File: src/rtl/sad_decision_pipe.sv
// sad_decision_pipe
//   Streaming sum-of-absolute-differences unit. Each beat carries LANES
//   unsigned pixels from the frame block and LANES from the window block.
//   Over BEATS beats the per-lane absolute differences are accumulated. A
//   match decision (SAD < threshold) is then issued. When early termination
//   is enabled, the block is abandoned as soon as the running SAD reaches the
//   threshold, and its remaining beats are drained.
//
// Ports
//   clk, reset      clock, synchronous active-high reset
//   io_in_valid     beat valid
//   io_in_ready     beat accepted when valid && ready
//   io_fBlock       frame pixels, lane i = [i*PIX_W +: PIX_W]
//   io_wBlock       window pixels, same packing
//   io_threshold    match threshold, captured with beat 0
//   io_early_en     early-termination enable, captured with beat 0
//   io_out_valid    result valid
//   io_out_ready    result consumed when valid && ready
//   io_decision     1 = match (SAD < threshold)
//   io_sad          final or partial SAD
//   io_early        result produced by early termination
module sad_decision_pipe #(
   parameter int LANES = 4,
   parameter int PIX_W = 8,
   parameter int BEATS = 16,
   parameter int SAD_W = PIX_W + $clog2(LANES * BEATS)
) (
   input  logic                     clk,
   input  logic                     reset,
   input  logic                     io_in_valid,
   output logic                     io_in_ready,
   input  logic [LANES*PIX_W-1:0]   io_fBlock,
   input  logic [LANES*PIX_W-1:0]   io_wBlock,
   input  logic [SAD_W-1:0]         io_threshold,
   input  logic                     io_early_en,
   output logic                     io_out_valid,
   input  logic                     io_out_ready,
   output logic                     io_decision,
   output logic [SAD_W-1:0]         io_sad,
   output logic                     io_early
);

   localparam int CNT_W = (BEATS > 1) ? $clog2(BEATS) : 1;
   localparam logic [CNT_W-1:0] CNT_LAST = CNT_W'(BEATS - 1);

   typedef enum logic [1:0] {
      ST_ACC    = 2'd0,
      ST_RESULT = 2'd1,
      ST_DRAIN  = 2'd2
   } state_t;

   state_t              state_r;
   logic [CNT_W-1:0]    in_cnt_r;
   logic [SAD_W-1:0]    acc_r;
   logic [SAD_W-1:0]    thr_r;
   logic                early_en_r;
   logic                s1_valid_r;
   logic                s1_last_r;
   logic [SAD_W-1:0]    s1_sum_r;
   logic                in_ready_r;
   logic                out_valid_r;
   logic                decision_r;
   logic [SAD_W-1:0]    sad_r;
   logic                early_r;

   logic                accept_s;
   logic                last_beat_s;
   logic [CNT_W-1:0]    cnt_next_s;
   logic [SAD_W-1:0]    beat_sum_s;
   logic [SAD_W-1:0]    nsum_s;

   function automatic logic [PIX_W-1:0] abs_diff(input logic [PIX_W-1:0] a,
                                                 input logic [PIX_W-1:0] b);
      if (a >= b) begin
         abs_diff = a - b;
      end else begin
         abs_diff = b - a;
      end
   endfunction

   function automatic logic [SAD_W-1:0] lane_sad(input logic [LANES*PIX_W-1:0] f,
                                                 input logic [LANES*PIX_W-1:0] w);
      logic [SAD_W-1:0] s;
      s = {SAD_W{1'b0}};
      for (int i = 0; i < LANES; i++) begin
         s = s + SAD_W'(abs_diff(f[i*PIX_W +: PIX_W], w[i*PIX_W +: PIX_W]));
      end
      return s;
   endfunction

   // Beat handshake, beat counter successor, incoming lane SAD and running sum.
   always_comb begin
      accept_s    = io_in_valid & in_ready_r;
      last_beat_s = (in_cnt_r == CNT_LAST);
      if (last_beat_s) begin
         cnt_next_s = {CNT_W{1'b0}};
      end else begin
         cnt_next_s = in_cnt_r + CNT_W'(1);
      end
      beat_sum_s = lane_sad(io_fBlock, io_wBlock);
      nsum_s     = acc_r + s1_sum_r;
   end

   // Control FSM, S1 stage, accumulator and registered result outputs.
   always_ff @(posedge clk) begin
      if (reset) begin
         state_r     <= ST_ACC;
         in_cnt_r    <= {CNT_W{1'b0}};
         acc_r       <= {SAD_W{1'b0}};
         thr_r       <= {SAD_W{1'b0}};
         early_en_r  <= 1'b0;
         s1_valid_r  <= 1'b0;
         s1_last_r   <= 1'b0;
         s1_sum_r    <= {SAD_W{1'b0}};
         in_ready_r  <= 1'b0;
         out_valid_r <= 1'b0;
         decision_r  <= 1'b0;
         sad_r       <= {SAD_W{1'b0}};
         early_r     <= 1'b0;
      end else begin
         // The beat counter tracks block position even for discarded beats,
         // so the drain knows where the block boundary is.
         if (accept_s) begin
            in_cnt_r <= cnt_next_s;
         end
         case (state_r)
            ST_ACC: begin
               if (s1_valid_r && s1_last_r) begin
                  state_r     <= ST_RESULT;
                  out_valid_r <= 1'b1;
                  sad_r       <= nsum_s;
                  decision_r  <= (nsum_s < thr_r);
                  early_r     <= 1'b0;
                  s1_valid_r  <= 1'b0;
                  in_ready_r  <= 1'b0;
               end else if (s1_valid_r && early_en_r && (nsum_s >= thr_r)) begin
                  // A beat accepted in this cycle belongs to the abandoned
                  // block and is dropped.
                  state_r     <= ST_RESULT;
                  out_valid_r <= 1'b1;
                  sad_r       <= nsum_s;
                  decision_r  <= 1'b0;
                  early_r     <= 1'b1;
                  s1_valid_r  <= 1'b0;
                  in_ready_r  <= 1'b0;
               end else begin
                  if (s1_valid_r) begin
                     acc_r <= nsum_s;
                  end
                  s1_valid_r <= accept_s;
                  if (accept_s) begin
                     s1_sum_r  <= beat_sum_s;
                     s1_last_r <= last_beat_s;
                  end
                  if (accept_s && (in_cnt_r == {CNT_W{1'b0}})) begin
                     thr_r      <= io_threshold;
                     early_en_r <= io_early_en;
                  end
                  // Stop accepting once the last beat sits in S1; the next
                  // block must not start until the result has left.
                  in_ready_r <= !(accept_s && last_beat_s);
               end
            end
            ST_RESULT: begin
               if (io_out_ready) begin
                  out_valid_r <= 1'b0;
                  acc_r       <= {SAD_W{1'b0}};
                  in_ready_r  <= 1'b1;
                  if (in_cnt_r != {CNT_W{1'b0}}) begin
                     state_r <= ST_DRAIN;
                  end else begin
                     state_r <= ST_ACC;
                  end
               end
            end
            ST_DRAIN: begin
               in_ready_r <= 1'b1;
               if (accept_s && last_beat_s) begin
                  state_r <= ST_ACC;
               end
            end
            default: begin
               state_r     <= ST_ACC;
               s1_valid_r  <= 1'b0;
               in_ready_r  <= 1'b0;
               out_valid_r <= 1'b0;
            end
         endcase
      end
   end

   assign io_in_ready  = in_ready_r;
   assign io_out_valid = out_valid_r;
   assign io_decision  = decision_r;
   assign io_sad       = sad_r;
   assign io_early     = early_r;

endmodule

File: config.mk
export PLATFORM = sky130hd
export DESIGN_NAME = sad_decision_pipe
export DESIGN_NICKNAME = d
export VERILOG_FILES = /design/src/rtl/sad_decision_pipe.sv
export SDC_FILE = /design/constraint.sdc
export NUM_CORES = 1
export LEC_CHECK = 0
export ABC_AREA = 0
export CORE_AREA = 2 2 153 155
export DETAILED_ROUTE_END_ITERATION = 10
export DIE_AREA = 0 0 155 157
export PLACE_DENSITY = 0.5
export SLEW_MARGIN = 10
export SYNTH_ARGS = -nofsm -noshare
export SYNTH_HDL_FRONTEND = slang
export SYNTH_SLANG_ARGS = --single-unit
File: constraint.sdc
create_clock -name clk -period 10.4 [get_ports clk]
set_clock_uncertainty 0.15 [all_clocks]
set_input_delay 1.04 -clock clk [delete_from_list [all_inputs] [get_ports clk]]
set_output_delay 1.04 -clock clk [all_outputs]
set_load 0.02 [all_outputs]
Word-level counts from Yosys, hierarchy flattened

Index checks and enable logic that the tools add are counted.
Widths: inputs -> output; s select.

Reductions and logical operators: 18
Bitwise operators: 4
Mux-type cells: 32
Equal/unequal tests: 9
Add/sub/neg operators: 13
Order comparisons: 6

Operators with widths:

| operator            | number |
|---|---|
| $mux 14             | 6 |
| $sub 8x8->8         | 8 |
| $ge 8x8->1          | 4 |
| $mux 8              | 4 |
| $pmux 14 s2         | 1 |
| $add 14x14->14      | 1 |
| $ge 14x14->1        | 1 |
| $lt 14x14->1        | 1 |
| $add 10x8->11       | 1 |
| $mux 1              | 11 |
| $add 9x8->10        | 1 |
| $mux 2              | 5 |
| $ne 2x2->1 const B  | 5 |
| $add 8x8->9         | 1 |
| $reduce_and 4->1    | 2 |
| $pmux 1 s3          | 2 |
| $pmux 2 s3          | 1 |
| $reduce_and 3->1    | 2 |
| $logic_and 1x1->1   | 5 |
| $reduce_and 5->1    | 1 |
| $add 4x1->4 const B | 1 |
| $eq 4x4->1 const B  | 1 |
| $logic_not 4->1     | 1 |
| $mux 4              | 1 |
| 12 further kinds    | 15 |

Word-level logic and storage cells: 95
Bits in registers: 69
Input port bits: 83
Output and inout port bits: 18

Logic depth before layout (Yosys ltp)

Gate-level depths: netlist (run 1).

Word-level depth: 6
Gate-level depth with buffers: 21
Depth with buffers taken out: 21

Worst setup path after synthesis (run 1)

Ideal clock, no wire load.

Kind: input-to-reg
Start point: input io_fBlock[8]
End point: register s1_sum_r[9]
Library setup time: 0.130 ns
Stages on the path: 20
Slack: 4.663 ns
Path buffers: 0
Data arrival time: 5.457 ns
Data required time: 10.120 ns
Cells stage by stage: inv_1 ha_1 inv_1 fa_1 a21oi_1 o2111ai_1 a221oi_2 mux2_2 fa_1 inv_1 fa_1 inv_1 ha_1 fa_1 a21o_1 a21oi_1 nor2_1 o31ai_1 o2bb2ai_1 o41ai_1

Longest elaborated chain between the ends: 5
Elaborated cells between the ends (all ways): 7
Classes of those cells: add/sub: 5; order compare: 1; mux: 1

Ends and longest elaborated chain:

| what                                | RTL line | source |
|---|---|---|
| from (decl)                         | 32       | `input logic [LANES*PIX_W-1:0] io_fBlock,` |
| $sub 8x8->8 (tied with other cells) | 77       | `abs_diff = b - a;` |
| $mux 8 (*)                          | 74       | `if (a >= b) begin` |
| $add 8x8->9 (*)                     | 86       | `s = s + SAD_W'(abs_diff(f[i*PIX_W +: PIX_W], w[i*PIX_W +: PIX_W]));` |
| $add 9x8->10 (*)                    | 86       |  |
| $add 10x8->11 (*)                   | 86       |  |
| to (signal assigned)                | 114      | `s1_sum_r <= {SAD_W{1'b0}};` |
| to (signal assigned)                | 152      | `s1_sum_r <= beat_sum_s;` |
| to (decl)                           | 59       | `logic [SAD_W-1:0] s1_sum_r;` |

Every way passes the cells marked *; elsewhere a longest branch is shown, timed or not.
A chain may end at the register's enable or synchronous reset.

Worst setup path in the final report (run 1)

Ends and elaborated chain as after synthesis.

==> impl_metrics.tcl, run 1 <==
set metrics [dict create \
    final_nets 1146 \
    dp_cells 1213 \
    required_ns 10.44 \
    insertion_delay_ns 0.33 \
    drive_above_1_share_pct 4.56 \
    fin_setup_tns_ns 0 \
    cts_hold_buffers 0 \
    clockBufferDepth 2 \
    critPathLaunch "io_fBlock[8]" \
    rrSetupSlack_ns 5.21 \
    power_leakage_nw 3.80 \
    dr.pass1.iters 6 \
    root_buffer "clkbuf_16" \
    routed_wirelength_um 17300 \
    grt_pass1_vias 5861 \
    setup_viol 0 \
    clk_pin_slew_ns 0.05 \
    startpoint_type "input port" \
    cts_tree "done" \
    die_w_um 155 \
    grt_max_degree 48 \
    fp.dieH_um 157 \
    hold_viol_final 0 \
    place_congestion 0.838 \
    io_pins 101 \
    numCtsBuffers 9 \
    cts_max_level 3 \
    diodes 0 \
    synth-edff-count 0 \
    synth_ff_type "dfxtp_1" \
    synthTopCellsByArea "dfxtp_1, ha_1, inv_1, fa_1, a21oi_1" \
    postCtsSetupBuffers 0 \
    routed_via_density 4.81 \
    start_util_pct 30.6 \
    syn2layout_area_growth_pct 22.8 \
    post-route-period-util_pct 60.2 \
    yosys_register_bits 65 \
    path_max_fanout 8 \
    cellPowerDensity_nw_per_um2 184 \
    synth_area_um2 6880 \
    detail-route-antenna-nets 0 \
    cp-endpoint "s1_sum_r[9]" \
    synth_commonest_cells "inv_1, ha_1, a21oi_1" \
    clock.fmax_mhz 160 \
    io_buffers 100 \
    antenna_found_initial 0 \
    track_usage_pct 14.4 \
    cts_resized 0 \
    drtIter0Drc 228 \
    rows 55 \
    cap_violations 0 \
    critical_path_class "in -> reg" \
    hp-class "reg -> reg" \
    ys_async_sr_fraction_pct 0 \
    wl_per_cell_um 14.1 \
    synth_top_cell_area_share_pct 18.9 \
    syn_inst 846 \
    synth.most_common_cell "inv_1" \
    ys_types 64 \
    fin_hold_ws_ns 0.309 \
    grt_pass1_wl_um 28500 \
    yosys.area.top_type "dfxtp_1" \
    final_util_pct 37.6 \
    vias 5916 \
    drcViolationCount 0 \
    maxSlewHeadroom_pct 24.9 \
    r2r_cells 14 \
    syn_avg_cell_area_um2 8.14 \
    die-area_um2 24300 \
    rsz0062_at_grt "no" \
    post-route-min-period_ns 6.27 \
    ir_worst_vdd_mv 0.0867 \
    dp_hpwl_um 14000 \
    final_cells 1229 \
    tightest_slew_ns 1.12 \
    reg2reg_to "io_sad[4]" \
    fillers 2352 \
    cts_sinks 65 \
    core_area_um2 22500 \
    slew_violations 0 \
    syn_nets 1053 \
    ys_seq_area_share_pct 18.9 \
    cp.arrival_ns 6.31 \
    critPathCaptureType "flop" \
    reg2reg_from "acc_r[3]" \
    status "finished, final reports clean" \
    overflow 0 \
    synth_warnings 0 \
]
==> cell families after synthesis <==
family / after synthesis / share of synthesized area, %
AOI/OAI and AO/OA: 240 / 22.9
and+or+nand+nor: 174 / 12.6
buffers and inverters: 166 / 9.43
adders and majority gates: 124 / 25.3
DFF: 65 / 18.9
muxes: 44 / 6.63
xor gates and xnor gates: 33 / 4.20
==> flip-flops by register name, summed over array words and instances (netlist names), 2 cells and up <==
register  count
io_sad       14
state_r       2
acc_r        14
in_cnt_r      4
s1_sum_r     10
thr_r        14
==> metrics by stage <==
step	total power [W]	area, um2	worst slack (ns)
2_1_floorplan	0.00103	6880	4.66
4_1_cts	0.00157	8450	4.13
5_1_grt	0.00170	8450	3.84
6_report	0.00155	8450	4.13
3_5_place_dp	0.00126	8160	3.80
3_3_place_gp	0.00126	8160	3.91
==> power by group <==
group	switching, W	internal (W)
clock network	0.000107	0.000191
registers	0.0000217	0.000281
logic	0.000533	0.000417
==> cells in the final DEF, fill, tap and decap left out, types with 5 or more instances in the layout <==
cell             synthesis  final
inv_1                  144    144
clkdlybuf4s50_1          0    100
ha_1                    99     99
a21oi_1                 90     90
nand2_1                 66     66
dfxtp_1                 65     65
o21ai_0                 36     36
nor2_1                  32     32
mux2i_1                 31     31
fa_1                    25     25
xnor2_1                 21     21
nand3_1                 20     20
o211ai_1                19     19
a21o_1                  17     17
mux2_2                  13     13
nor2b_1                 12     12
xor2_1                  12     12
o2111ai_1               12     12
nand2b_1                 9      9
clkbuf_16                0      9
a211oi_1                 6      6
nand4_1                  6      6
o21bai_1                 6      6
o31ai_1                  7      6
o21a_1                   5      5
and2_1                   5      5
o211a_1                  5      5
==> worst min path at each step <==
stage                     startpoint        end  slack (ns)  cells after the start
after floorplan            thr_r[10]  thr_r[10]        0.28                      2
after global placement      thr_r[7]   thr_r[7]        0.29                      2
after detailed placement    thr_r[1]   thr_r[1]        0.30                      2
after CTS                   thr_r[9]   thr_r[9]        0.31                      2
after global routing        thr_r[1]   thr_r[1]        0.33                      2
final                       thr_r[7]   thr_r[7]        0.31                      2
==> critical path, stage by stage <==
cell,delay (ns)
clkdlybuf4s50_1,0.43
inv_1,0.07
ha_1,0.14
inv_1,0.06
fa_1,0.39
a21oi_1,0.18
o2111ai_1,0.17
a221oi_2,0.60
mux2_2,0.44
fa_1,0.51
inv_1,0.06
fa_1,0.53
inv_1,0.04
ha_1,0.22
fa_1,0.41
a21o_1,0.19
a21oi_1,0.26
nor2_1,0.07
o31ai_1,0.27
o2bb2ai_1,0.17
o41ai_1,0.07
==> final cells by class <==
cell class                      count  area, um2  area share, %
Clock buffer                       13        250           2.96
Clock inverter                      3       40.0          0.474
Inverter                          145        544           6.44
Multi-Input combinational cell    615       4940           58.4
Sequential cell                    65       1300           15.4
Tap cell                          285        357           4.22
Timing Repair Buffer              103       1020           12.1
==> routing by layer <==
metal  vias up  GRT usage, %  wire length (um)
met5         -             0                 0
met4         0          2.56                42
met3         2          2.26               513
met2        92          26.3              8560
met1      2691          18.0              8220
li1       3131             -                 -
No activity file was read; power rests on OpenSTA's default activity.
==> inputs of run 2 (changes only) <==
==> constraint.sdc (replaced) <==
create_clock -name clk -period 5.8 [get_ports clk]
set_clock_uncertainty 0.15 [all_clocks]
set_input_delay 0.58 -clock clk [delete_from_list [all_inputs] [get_ports clk]]
set_output_delay 0.58 -clock clk [all_outputs]
set_load 0.02 [all_outputs]
==> impl_metrics.tcl, run 2 (synthesized netlist as in run 1, its figures left out) <==
set metrics [dict create \
    final_nets 1163 \
    tightest_slew_ns 0.787 \
    io_buffers 100 \
    pwr-share-comb_pct 60.9 \
    ir_worst_vdd_mv 0.188 \
    syn2layout_area_growth_pct 25.1 \
    core_area_um2 22500 \
    grt_pass1_wl_um 28700 \
    hold_viol_final 0 \
    routed_wirelength_um 17500 \
    pwr-share-clk_pct 20.3 \
    rows 55 \
    layout_common_cells "inv_1, clkdlybuf4s50_1, ha_1, a21oi_1, nand2_1" \
    final_cells 1245 \
    io_pins 101 \
    clk_pin_slew_ns 0.05 \
    post-route-min-period_ns 5.52 \
    fin_ws_ns 0.279 \
    maxSlewHeadroom_pct 47.1 \
    cp.arrival_ns 5.60 \
    slew_violations 0 \
    routed_via_density 4.82 \
    path_max_fanout 5 \
    cts_max_level 3 \
    drtIter0Drc 219 \
    dp_cells 1227 \
    track_usage_pct 14.5 \
    cts_hold_buffers 0 \
    wl_per_cell_um 14.0 \
    p_int_w 0.00167 \
    root_buffer "clkbuf_16" \
    overflow 0 \
    startpoint_type "input port" \
    cap_violations 0 \
    start_util_pct 30.6 \
    critPathMostFrequentCell "inv_1" \
    hp-class "reg -> reg" \
    swShare_pct 42.0 \
    dr.pass1.iters 4 \
    power_leakage_nw 3.89 \
    fp.dieH_um 157 \
    crit_family "adder cells" \
    clock.fmax_mhz 181 \
    place_ws_ns 0.00304 \
    cts_tree "done" \
    die_w_um 155 \
    diodes 0 \
    detail-route-antenna-nets 0 \
    drcViolationCount 0 \
    slowest_delay_ns 0.53 \
    drive_above_1_share_pct 6.46 \
    crit_buf_inv 7 \
    critical_path_class "in -> reg" \
    antenna_found_initial 0 \
    cp_slowest_cell "fa_1" \
    fin_setup_tns_ns 0 \
    die-area_um2 24300 \
    vias 6003 \
    required_ns 5.88 \
    grt_pass1_vias 5961 \
    final_common_cell "inv_1" \
    status "finished, final reports clean" \
    place_congestion 0.835 \
    path_cells "clkdlybuf4s50_1, inv_1, ha_1, inv_1, fa_1, a21oi_1, o2111ai_2, a221oi_2, buf_4, buf_4, mux2_2, xor2_1, fa_1, inv_1, fa_1, inv_1, ha_1, nor2_1, nor2_1, a211o_1, a21oi_1, xnor2_1, a41o_1" \
    post-route-period-util_pct 95.2 \
    grt_max_degree 48 \
    pwr-share-seq_pct 18.9 \
    numCtsBuffers 9 \
    critPathCaptureType "flop" \
    clockBufferDepth 2 \
    setup_viol 0 \
    cts_sinks 65 \
    cellPowerDensity_nw_per_um2 335 \
    switchingPower_w 0.00121 \
    dp_hpwl_um 14200 \
    insertion_delay_ns 0.33 \
]
## run 2: cell types whose count changed in the layout (fill, tap and decap cells not counted)
cell | previous run | this run
buf_4 | 3 | 20
a21oi_1 | 90 | 89
a21oi_2 | 1 | 2
bufinv_16 | 1 | 2
clkbuf_1 | 3 | 2
clkinv_2 | 2 | 1
mux2i_1 | 31 | 30
mux2i_2 | 0 | 1
o2111ai_1 | 12 | 11
o2111ai_2 | 0 | 1
o31ai_1 | 6 | 7
o31ai_2 | 1 | 0
## run 2: worst register-to-register path, cell delays in order (launching register included)
cell and delay (ns):
dfxtp_1 0.31, ha_1 0.35, and2_1 0.19, a221oi_1 0.41, a21oi_1 0.18, o211a_1 0.25
a2111oi_2 0.49, nor2_1 0.13, ha_1 0.35, a21oi_1 0.16, o21a_1 0.17, o221ai_1 0.33
o31a_1 0.55, buf_4 0.25, or4_1 0.41, o31ai_1 0.19
## run 2: metrics by stage
stage | util [%] | hold WS [ns] | instance area [um2] | total power [W]
2_1_floorplan | - | 0.285 | 6880 | 0.00184
4_1_cts | 38.1 | 0.311 | 8580 | 0.00289
6_report | 38.3 | 0.306 | 8610 | 0.00288
3_5_place_dp | 36.7 | 0.296 | 8260 | 0.00229
3_3_place_gp | 36.7 | 0.296 | 8260 | 0.00229
5_1_grt | 38.3 | 0.323 | 8610 | 0.00316
## run 2: final timing paths
kind	from	slack [ns]	cells after the start	to
max	io_fBlock[8]	0.28	23	s1_sum_r[8]
min	thr_r[4]	0.31	2	thr_r[4]
max reg2reg	acc_r[3]	0.84	15	acc_r[9]
min reg2reg	thr_r[4]	0.31	2	thr_r[4]
## run 2: cell type report
type                       instances  area (um2)
fill                            2352       13900
multi-input combinational        615        4950
sequential                        65        1300
timing repair buffer             120        1150
inverter                         145         544
tap                              285         357
clock buffer                      12         246
clock inverter                     3        65.1
## run 2: metal layers
metal / vias to the layer above / wire, um / track usage [%]
li1: 3153 / - / -
met3: 15 / 585 / 2.26
met1: 2737 / 8340 / 18.4
met5: - / 0 / 0
met2: 98 / 8310 / 26.1
met4: 0 / 233 / 3.04
## run 2: what timing repair did
action | 4_1_cts | 5_1_grt
endpoints found under the setup margin | 0 | 3
buffers inserted | 0 | 3
resized for setup | 0 | 3
## run 2: power by group through the flow
stage               logic [W]  clock network [W]  registers (W)
CTS                   0.00176           0.000594       0.000543
global placement      0.00174                  0       0.000552
floorplan             0.00130                  0       0.000545
finish                0.00176           0.000584       0.000543
detailed placement    0.00174                  0       0.000553
global route          0.00200           0.000613       0.000550
==> inputs of run 3 (changes only) <==
--- a/config.mk
+++ b/config.mk
@@ -9,7 +9,8 @@
 export CORE_AREA = 2 2 153 155
 export DETAILED_ROUTE_END_ITERATION = 10
 export DIE_AREA = 0 0 155 157
-export PLACE_DENSITY = 0.5
+export DONT_BUFFER_PORTS = 1
+export PLACE_DENSITY = 0.44
 export SLEW_MARGIN = 10
 export SYNTH_ARGS = -nofsm -noshare
 export SYNTH_HDL_FRONTEND = slang
==> impl_metrics.tcl, run 3 (synthesized netlist as in run 1, its figures left out) <==
set metrics [dict create \
    status "finished, final reports clean" \
    final_nets 1052 \
    die_w_um 155 \
    path_max_fanout 3 \
    fp.dieH_um 157 \
    maxSlewHeadroom_pct 33.7 \
    slew_violations 0 \
    overflow 0 \
    reg2reg_from "acc_r[3]" \
    start_util_pct 30.6 \
    syn2layout_area_growth_pct 9.23 \
    routed_via_density 5.02 \
    fin_hold_ws_ns 0.157 \
    place_congestion 0.835 \
    min_from "reset" \
    die-area_um2 24300 \
    hold_viol_final 0 \
    detail-route-antenna-nets 0 \
    required_ns 5.86 \
    rrSetupSlack_ns 0.80 \
    min_to "io_sad[10]" \
    grt_pass1_wl_um 29200 \
    cts_hold_buffers 0 \
    r2r_cells 14 \
    post-route-min-period_ns 5.02 \
    post-route-period-util_pct 86.5 \
    fin_ws_ns 0.781 \
    clk_pin_slew_ns 0.05 \
    tightest_slew_ns 0.991 \
    diodes 0 \
    cellPowerDensity_nw_per_um2 368 \
    dp_cells 1119 \
    clock.fmax_mhz 199 \
    critPathCaptureType "flop" \
    wl_per_cell_um 15.7 \
    drcViolationCount 0 \
    cp_slowest_cell "fa_1" \
    slowest_delay_ns 0.54 \
    path_cells "inv_1, ha_1, inv_1, fa_1, a21oi_1, o2111ai_1, a21oi_1, mux2_2, fa_1, inv_1, fa_1, inv_1, ha_1, fa_1, a21o_1, a21oi_1, nor2_1, o31ai_1, o2bb2ai_1, o41ai_1" \
    place_ws_ns 0.441 \
    layout_common_cells "inv_1, ha_1, a21oi_1, nand2_1, dfxtp_1" \
    grt_pass1_vias 5674 \
    io_pins 101 \
    cts_tree "done" \
    antenna_found_initial 0 \
    ir_worst_vdd_mv 0.169 \
    track_usage_pct 15.1 \
    cp.arrival_ns 5.08 \
    cap_violations 0 \
    power_leakage_nw 3.46 \
    dr.pass1.iters 4 \
    drtIter0Drc 266 \
    routed_wirelength_um 17900 \
    cts_resized 0 \
    final_cells 1135 \
    final_common_cell "inv_1" \
    vias 5695 \
    hp-class "in -> reg" \
    drive_above_1_share_pct 6.00 \
    clockBufferDepth 2 \
    setup_viol 0 \
    cts_sinks 65 \
    dp_hpwl_um 14500 \
    crit_buf_inv 4 \
    startpoint_type "input port" \
    io_buffers 0 \
    fin_setup_tns_ns 0 \
    hold-path-cell-count 1 \
    core_area_um2 22500 \
    grt_max_degree 48 \
    numCtsBuffers 9 \
    crit_family "adder cells" \
    insertion_delay_ns 0.34 \
    root_buffer "clkbuf_16" \
    cts_max_level 3 \
    reg2reg_to "thr_r[9]" \
    critical_path_class "in -> reg" \
    rows 55 \
    postCtsSetupBuffers 0 \
    rsz0062_at_grt "no" \
    final_util_pct 33.4 \
]
==> run 3: cell count changes in the layout (fill, tap and decap cells not counted), sizes merged <==
cell	change
clkdlybuf4s50	-100
bufinv	-1
clkinvlp	+2
buf	-11
==> run 3: final cells by class <==
cell class	count	area [um2]
fillers	2411	15000
multi-input cells	615	4930
flip-flops and latches	65	1300
inverters	145	544
well taps	285	357
clock buffers	12	267
repair buffers	9	67.6
clock inverters	4	50.0
==> run 3: worst reg2reg max path, cell delays in order (launching register included) <==
cell,delay [ns]
dfxtp_1,0.31
ha_1,0.35
and2_1,0.19
a221oi_1,0.42
a21oi_1,0.17
o211a_1,0.25
a2111oi_2,0.49
nor2_1,0.11
ha_1,0.33
a21oi_1,0.16
o21a_1,0.13
o221ai_1,0.19
o31a_1,0.52
nor3_4,0.88
mux2i_1,0.28
==> run 3: worst max path at each step <==
stage	from	endpoint	slack (ns)	depth (start not counted)
CTS	acc_r[3]	thr_r[7]	0.72	14
global route	io_fBlock[8]	s1_sum_r[9]	0.41	21
floorplan	io_fBlock[8]	s1_sum_r[9]	0.52	20
detailed placement	io_fBlock[0]	s1_sum_r[9]	0.44	20
finish	io_fBlock[0]	s1_sum_r[9]	0.78	20
global placement	io_fBlock[8]	s1_sum_r[9]	0.49	21
==> run 3: power by group <==
group          leakage [nW]  switching (W)  internal, W
Sequential            0.527      0.0000463     0.000504
Clock                 0.151       0.000208     0.000367
Combinational          2.78       0.000935     0.000704
==> run 3: metrics by stage <==
step | total power [W] | cell area [um2]
after CTS | 0.00280 | 7520
after global placement | 0.00221 | 7200
after global routing | 0.00306 | 7520
after floorplan | 0.00184 | 6880
after detailed placement | 0.00220 | 7200
final | 0.00276 | 7520
==> run 3: per-layer routing <==
| layer | wire length [um] | global-route usage (%) | share of wire (%) |
|---|---|---|---|
| met5 | 0 | 0 | 0 |
| met4 | 294 | 4.54 | 1.6 |
| met3 | 622 | 2.06 | 3.5 |
| met2 | 8720 | 26.7 | 49 |
| met1 | 8220 | 19.3 | 46 |
